[config.mk]
export PLATFORM = sky130hd
export DESIGN_NAME = cdb_arbiter
export DESIGN_NICKNAME = d
export VERILOG_FILES = /design/src/rtl/cdb_arbiter.sv
export SDC_FILE = /design/constraint.sdc
export NUM_CORES = 1
export LEC_CHECK = 0
export CORE_MARGIN = 2
export CORE_UTILIZATION = 50
export DETAILED_ROUTE_END_ITERATION = 8
export GPL_TIMING_DRIVEN = 0
export PLACE_DENSITY = 0.8
export SLEW_MARGIN = 20
export SYNTH_ARGS = -nofsm -noshare
export SYNTH_HDL_FRONTEND = slang
export SYNTH_SLANG_ARGS = --single-unit
[constraint.sdc]
create_clock -name clk_in -period 4.7 [get_ports clk_in]
set_input_delay 0.705 -clock clk_in [delete_from_list [all_inputs] [get_ports clk_in]]
set_output_delay 0.705 -clock clk_in [all_outputs]
set_load 0.1 [all_outputs]
[src/rtl/cdb_arbiter.sv]
// -----------------------------------------------------------------------------
// cdb_arbiter
//
// Round-robin arbiter for the common data bus. Every execution unit owns a
// one-entry holding buffer. One buffered result per cycle is granted, with
// priority rotating past the last winner, and copied into a registered
// broadcast stage. The ROB, reservation station, LSB and dispatcher therefore
// all see a single writer.
//
// Ports
//   clk_in        system clock
//   rst_in        synchronous reset, active high, dominates clear and rdy_in
//   rdy_in        global ready; low freezes every register
//   clear         misprediction flush; empties all buffers
//   req_valid     per requester: result presented
//   req_ready     per requester: result accepted this cycle
//   req_rob_id    packed ROB ids, slice i = [i*ROB_W +: ROB_W]
//   req_val       packed 32-bit result values
//   req_is_jump   per requester: taken branch / jump
//   req_jump_pc   packed 32-bit branch targets
//   cdb_en        broadcast valid (one cycle per granted entry)
//   cdb_rob_id    broadcast ROB id
//   cdb_val       broadcast value
//   cdb_is_jump   broadcast is-jump flag
//   cdb_jump_pc   broadcast target
//   cdb_src       one-hot source of the broadcast, meaningful while cdb_en = 1
// -----------------------------------------------------------------------------
module cdb_arbiter #(
    parameter int NREQ  = 3,
    parameter int ROB_W = 4
) (
    input  logic                  clk_in,
    input  logic                  rst_in,
    input  logic                  rdy_in,
    input  logic                  clear,
    input  logic [NREQ-1:0]       req_valid,
    output logic [NREQ-1:0]       req_ready,
    input  logic [NREQ*ROB_W-1:0] req_rob_id,
    input  logic [NREQ*32-1:0]    req_val,
    input  logic [NREQ-1:0]       req_is_jump,
    input  logic [NREQ*32-1:0]    req_jump_pc,
    output logic                  cdb_en,
    output logic [ROB_W-1:0]      cdb_rob_id,
    output logic [31:0]           cdb_val,
    output logic                  cdb_is_jump,
    output logic [31:0]           cdb_jump_pc,
    output logic [NREQ-1:0]       cdb_src
);

    localparam int PTR_W = (NREQ > 1) ? $clog2(NREQ) : 1;
    localparam logic [PTR_W-1:0] LAST_IDX = PTR_W'(NREQ - 1);

    // Holding buffers
    logic [NREQ-1:0]  hv;
    logic [ROB_W-1:0] buf_rob   [NREQ];
    logic [31:0]      buf_val   [NREQ];
    logic             buf_jump  [NREQ];
    logic [31:0]      buf_pc    [NREQ];

    logic [PTR_W-1:0] rr_ptr;

    // Grant
    logic [2*NREQ-1:0] hv_rot;
    logic [NREQ-1:0]   gnt;
    logic [PTR_W-1:0]  gnt_idx;
    logic              gnt_any;
    logic [PTR_W:0]    idx_sum;

    // Selected payload
    logic [ROB_W-1:0]  sel_rob;
    logic [31:0]       sel_val;
    logic              sel_jump;
    logic [31:0]       sel_pc;

    logic              accept_ok;
    logic [PTR_W-1:0]  rr_next;

    // Rotating the doubled hv vector right by rr_ptr puts the highest-priority
    // candidate at bit 0, so the scan below uses only constant bit positions.
    always_comb begin
        hv_rot  = {hv, hv} >> rr_ptr;
        gnt_any = 1'b0;
        gnt_idx = '0;
        idx_sum = '0;
        for (int k = 0; k < NREQ; k++) begin
            if (!gnt_any && hv_rot[k]) begin
                gnt_any = 1'b1;
                idx_sum = {1'b0, rr_ptr} + (PTR_W+1)'(k);
                if (idx_sum >= (PTR_W+1)'(NREQ)) begin
                    idx_sum = idx_sum - (PTR_W+1)'(NREQ);
                end
                gnt_idx = idx_sum[PTR_W-1:0];
            end
        end
    end

    always_comb begin
        gnt = '0;
        for (int i = 0; i < NREQ; i++) begin
            gnt[i] = gnt_any && (gnt_idx == PTR_W'(i));
        end
    end

    always_comb begin
        sel_rob  = '0;
        sel_val  = '0;
        sel_jump = 1'b0;
        sel_pc   = '0;
        for (int i = 0; i < NREQ; i++) begin
            if (gnt[i]) begin
                sel_rob  = buf_rob[i];
                sel_val  = buf_val[i];
                sel_jump = buf_jump[i];
                sel_pc   = buf_pc[i];
            end
        end
    end

    assign rr_next = (gnt_idx == LAST_IDX) ? '0 : PTR_W'(gnt_idx + 1'b1);

    // A buffer can take a new result when empty, or when its current content is
    // leaving on the bus this very cycle (back-to-back streaming).
    assign accept_ok = rdy_in & ~clear & ~rst_in;
    assign req_ready = {NREQ{accept_ok}} & (~hv | gnt);

    always_ff @(posedge clk_in) begin
        if (rst_in) begin
            hv          <= '0;
            rr_ptr      <= '0;
            cdb_en      <= 1'b0;
            cdb_rob_id  <= '0;
            cdb_val     <= '0;
            cdb_is_jump <= 1'b0;
            cdb_jump_pc <= '0;
            cdb_src     <= '0;
            for (int i = 0; i < NREQ; i++) begin
                buf_rob[i]  <= '0;
                buf_val[i]  <= '0;
                buf_jump[i] <= 1'b0;
                buf_pc[i]   <= '0;
            end
        end else if (rdy_in) begin
            if (clear) begin
                // Flush drops buffered and incoming results; the rotation
                // point is kept so fairness continues across the flush.
                hv     <= '0;
                cdb_en <= 1'b0;
            end else begin
                if (gnt_any) begin
                    cdb_en      <= 1'b1;
                    cdb_rob_id  <= sel_rob;
                    cdb_val     <= sel_val;
                    cdb_is_jump <= sel_jump;
                    cdb_jump_pc <= sel_pc;
                    cdb_src     <= gnt;
                    rr_ptr      <= rr_next;
                end else begin
                    cdb_en <= 1'b0;
                end
                for (int i = 0; i < NREQ; i++) begin
                    if (req_valid[i] && req_ready[i]) begin
                        // Reload wins over the grant-driven clear.
                        hv[i]       <= 1'b1;
                        buf_rob[i]  <= req_rob_id[i*ROB_W +: ROB_W];
                        buf_val[i]  <= req_val[i*32 +: 32];
                        buf_jump[i] <= req_is_jump[i];
                        buf_pc[i]   <= req_jump_pc[i*32 +: 32];
                    end else if (gnt[i]) begin
                        hv[i] <= 1'b0;
                    end
                end
            end
        end
    end

endmodule

==> results.md <==
Timing:
- The final number of hold-violating endpoints is 0.
- Setup violations remaining at the end of the flow were counted as 0.
- The routed design could run at a clock period as short as 4.49 ns.
- The headroom to the max-slew limit is 0.293.
- At the pin with the least slew margin, the transition time is 1.06 ns.
- Of the available clock period, the critical path in the final layout requires 0.956.
- The post-route clock skew is 0.00778 ns.
- The final-report max-slew violation count is 0.
- Setup repair after global routing left no endpoint under its margin.
- The upper clock frequency limit is 0.223 GHz.

Detailed routing:
- Dividing the detail-routed wire length by the instance count gives 21.3 um.
- The total iterations of the first detailed-routing run is 5.
- The post-detailed-route count of antenna-violating nets is 0.
- The aggregate routed wire length is 34600 um.
- The first routing iteration left 735 violations.
- The remaining routing DRC violations is 0.
- Detailed routing inserted a total of 9261 vias.
- Using the TritonRoute via totals, the vias-per-cell ratio works out to 5.69.

Clock tree:
- CTS saw 285 sinks.
- The cell chosen for the clock root is sky130_fd_sc_hd__clkbuf_16.
- The maximum level of the CTS H-tree is 1.
- After clock tree synthesis, the flow added hold-fix buffers numbering 0.
- In this run the deepest clock path goes through 3 buffers.
- The clock buffer count from CTS is 30.
- The clock transition at the register clock pins on the worst setup and hold paths after CTS is 0.06 ns.
- The later pin in the worst-skew pair is clocked with a latency of 0.55 ns.
- TritonCTS built the clock tree.

Synth:
- The synthesized netlist occupies a cell area of 12000 sq um.
- The post-synthesis sequential element count is 285.
- Of all flip-flops after synthesis, the portion carrying an async set or reset was 0.
- The mean post-synth cell area is 12.6 sq um.
- The proportion of synthesized chip area in sequential cells is 0.646.
- When the netlist entered floorplanning its net count stood at 1170.
- For this run, the number of Yosys warnings is 0.
- Yosys mapped a number of flops with a built-in enable equal to 207.
- The dominant synthesized flop cell is sky130_fd_sc_hd__edfxtp_1.
- The gate count of the mapped netlist is 952.
- The count of different cell masters after synthesis is 50.

Worst setup path:
- The critical path class is reg2out.
- The required time at the endpoint of the critical path is 3.99 ns.
- The largest driver fanout on the critical path is 10.
- The data arrival time of the worst path is 3.79 ns.
- The worst setup path is launched from a register.
- STA classifies the critical path endpoint as an output pin.
- The worst reg2reg path depth is 9.

Floorplanning:
- Measured along the y axis, the die boundary spans 159 um.
- 290 I/O pins were placed.
- The floorplan step defined a die boundary enclosing 25300 sq um.
- The initial utilization of the core area, before any placement, comes to 0.511.
- The total area inside the core boundary comes to 23500 sq um.
- After floorplanning, the core was divided into 56 placement rows.
- The die is 159 um wide.

Finish:
- The count of cells in the finished layout, fillers not included, comes to 1627.
- The number of nets in the finished design is 1494.
- Of the cells placed in the final design, the portion with a size suffix greater than 1 is 0.0669.
- The layout overhead on the synthesized area is 36.7%.
- The fill cell instance count of the final layout is 1690.

GRT:
- The wire length of the first global-routing pass is 52100 um.
- The maximum number of pins on one net before global-route repair is 42.
- The number of global-route vias before repair is 9263.
- The total overflow left after global routing is 0.
- The initial antenna violation count is 10.
- For this run, the total global-route usage over all layers was measured as 0.265.

Power and ir drop:
- The sequential share of power is 0.488.
- Of the total power, combinational logic draws 0.100.
- The net load switching power is 0.00134 W.
- Cell internal power was estimated by the tool at 0.00454 W.
- The power per standard cell area is 358 nW/um^2.
- The switching share of total power is 0.228.
- The clock group share of total power is 0.411.
- IR analysis of the VDD net gives a maximum drop of 0.000287 V.
- After layout, the design draws a total of 0.00589 W.
- The analysis attributes to cell leakage a power of 5.75 nW.

Place:
- The HPWL after detailed placement is 24200 um.
- The cell count after placement is 1563.
- The congestion estimate from routability-driven global placement came to 0.832.
- The port buffer count is 288.

Min path:
- Counting instances, the worst hold path has a depth of 2.
- The worst min-delay path category is reg2reg.

Job:
- The tool flagged a number of max-cap violations equal to 0.

Status:
- The run finished with clean final reports.
[cell usage in the layout, fill, tap and decap left out, types with 31 or more instances in the layout]
master                            netlist  layout
sky130_fd_sc_hd__dfxtp_1               78      78
sky130_fd_sc_hd__a22oi_1               69      69
sky130_fd_sc_hd__clkbuf_1              70      74
sky130_fd_sc_hd__edfxtp_1             207     207
sky130_fd_sc_hd__a21boi_0             204     204
sky130_fd_sc_hd__clkdlybuf4s50_1        0     287
sky130_fd_sc_hd__o221ai_1              59      59
sky130_fd_sc_hd__inv_1                 72      72
sky130_fd_sc_hd__clkbuf_16              0      31
sky130_fd_sc_hd__nand2_1               84      84
[logic make-up after synthesis]
| kind of cell | synth area share |
|---|---|
| AO/OA/AOI/OAI | 0.251 |
| flip-flops | 0.646 |
| buffers and inverters | 0.0544 |
| AND/OR/NAND/NOR | 0.0438 |
| adder cells (fa/ha/maj) | 0.00416 |
[per-layer routing]
layer	routed length [um]	track usage	vias to the layer above	share of wire
met2	16600	0.440	433	0.48
met1	14000	0.341	4479	0.40
met5	13	0	-	0.00038
li1	-	-	4265	-
met3	2540	0.0534	82	0.073
met4	1450	0.113	2	0.042
[cells in the mapped netlist, drive strengths merged (3+ instances only)]
cell	count	area (sq um)
o211ai	3	27.5
inv	72	270
nor2	10	37.5
o31ai	3	22.5
ha	4	50.1
edfxtp	207	6220
o221ai	69	667
a21oi	10	50.1
dfxtp	78	1560
nand2	84	315
a31oi	5	37.5
buf	20	118
nand3	3	15.0
clkbuf	70	263
a21boi	208	1560
a22oi	69	518
nand2b	4	25.0
[area by class of cell]
| class | count | area [sq um] | area share |
|---|---|---|---|
| Sequential cell | 285 | 7780 | 0.473 |
| Multi-Input combinational cell | 504 | 3620 | 0.220 |
| Timing Repair Buffer | 292 | 2960 | 0.180 |
| Clock buffer | 36 | 805 | 0.0489 |
| Tap cell | 319 | 399 | 0.0243 |
| Buffer | 90 | 380 | 0.0231 |
| Inverter | 73 | 274 | 0.0167 |
| Clock inverter | 20 | 210 | 0.0128 |
| Antenna cell | 8 | 20.0 | 0.00122 |
[worst paths after layout]
check / slack (ns) / start / endpoint
min: 0.46 / cdb_val[8]$_SDFFE_PP0P_ / cdb_val[8]$_SDFFE_PP0P_
max reg2reg: 0.31 / rr_ptr[0]$_SDFFE_PP0P_ / buf_val[0][62]$_SDFFCE_PN0P_
max: 0.21 / rr_ptr[0]$_SDFFE_PP0P_ / req_ready[0]
min reg2reg: 0.46 / cdb_val[8]$_SDFFE_PP0P_ / cdb_val[8]$_SDFFE_PP0P_
[power by group through the flow]
stage	Clock [W]	Sequential [W]	Combinational [W]
final	0.00242	0.00287	0.000591
after CTS	0.00243	0.00287	0.000589
after floorplan	0	0.00296	0.000232
after global routing	0.00253	0.00288	0.000631
after global placement	0	0.00293	0.000564
after detailed placement	0	0.00293	0.000586
[per-stage QoR]
step	hold WS [ns]	setup slack, ns	setup TNS, ns	utilization	cell area, sq um
after floorplan	0.474	0.199	0	-	12000
after global routing	0.488	0.00484	0	0.698	16400
final	0.462	0.206	0	0.699	16400
after global placement	0.441	-1.15	-103.43	0.650	15300
after CTS	0.463	0.0651	0	0.698	16400
after detailed placement	0.447	0.328	0	0.655	15400
[sequential cells by signal, indices dropped and copies added, names as in the netlist]
name and cells:
cdb_rob_id 4, hv 3, cdb_en 1, cdb_src 3, buf_val 96, buf_pc 96
cdb_is_jump 1, rr_ptr 2, buf_jump 3, cdb_val 32, cdb_jump_pc 32, buf_rob 12
[critical path, stage by stage (launching register included)]
cell                              delay, ns
sky130_fd_sc_hd__dfxtp_1               0.49
sky130_fd_sc_hd__buf_2                 0.27
sky130_fd_sc_hd__inv_1                 0.10
sky130_fd_sc_hd__ha_1                  0.32
sky130_fd_sc_hd__a32o_1                0.27
sky130_fd_sc_hd__a21o_1                0.21
sky130_fd_sc_hd__o21ba_2               0.29
sky130_fd_sc_hd__nor2_1                0.06
sky130_fd_sc_hd__nor2_1                0.10
sky130_fd_sc_hd__clkdlybuf4s50_1       1.14
[repair_timing]
item,in CTS,in global routing
setup buffers,0,0
setup endpoints to repair,0,1
gates resized for setup,0,1
No activity file was read; power rests on OpenSTA's default activity.
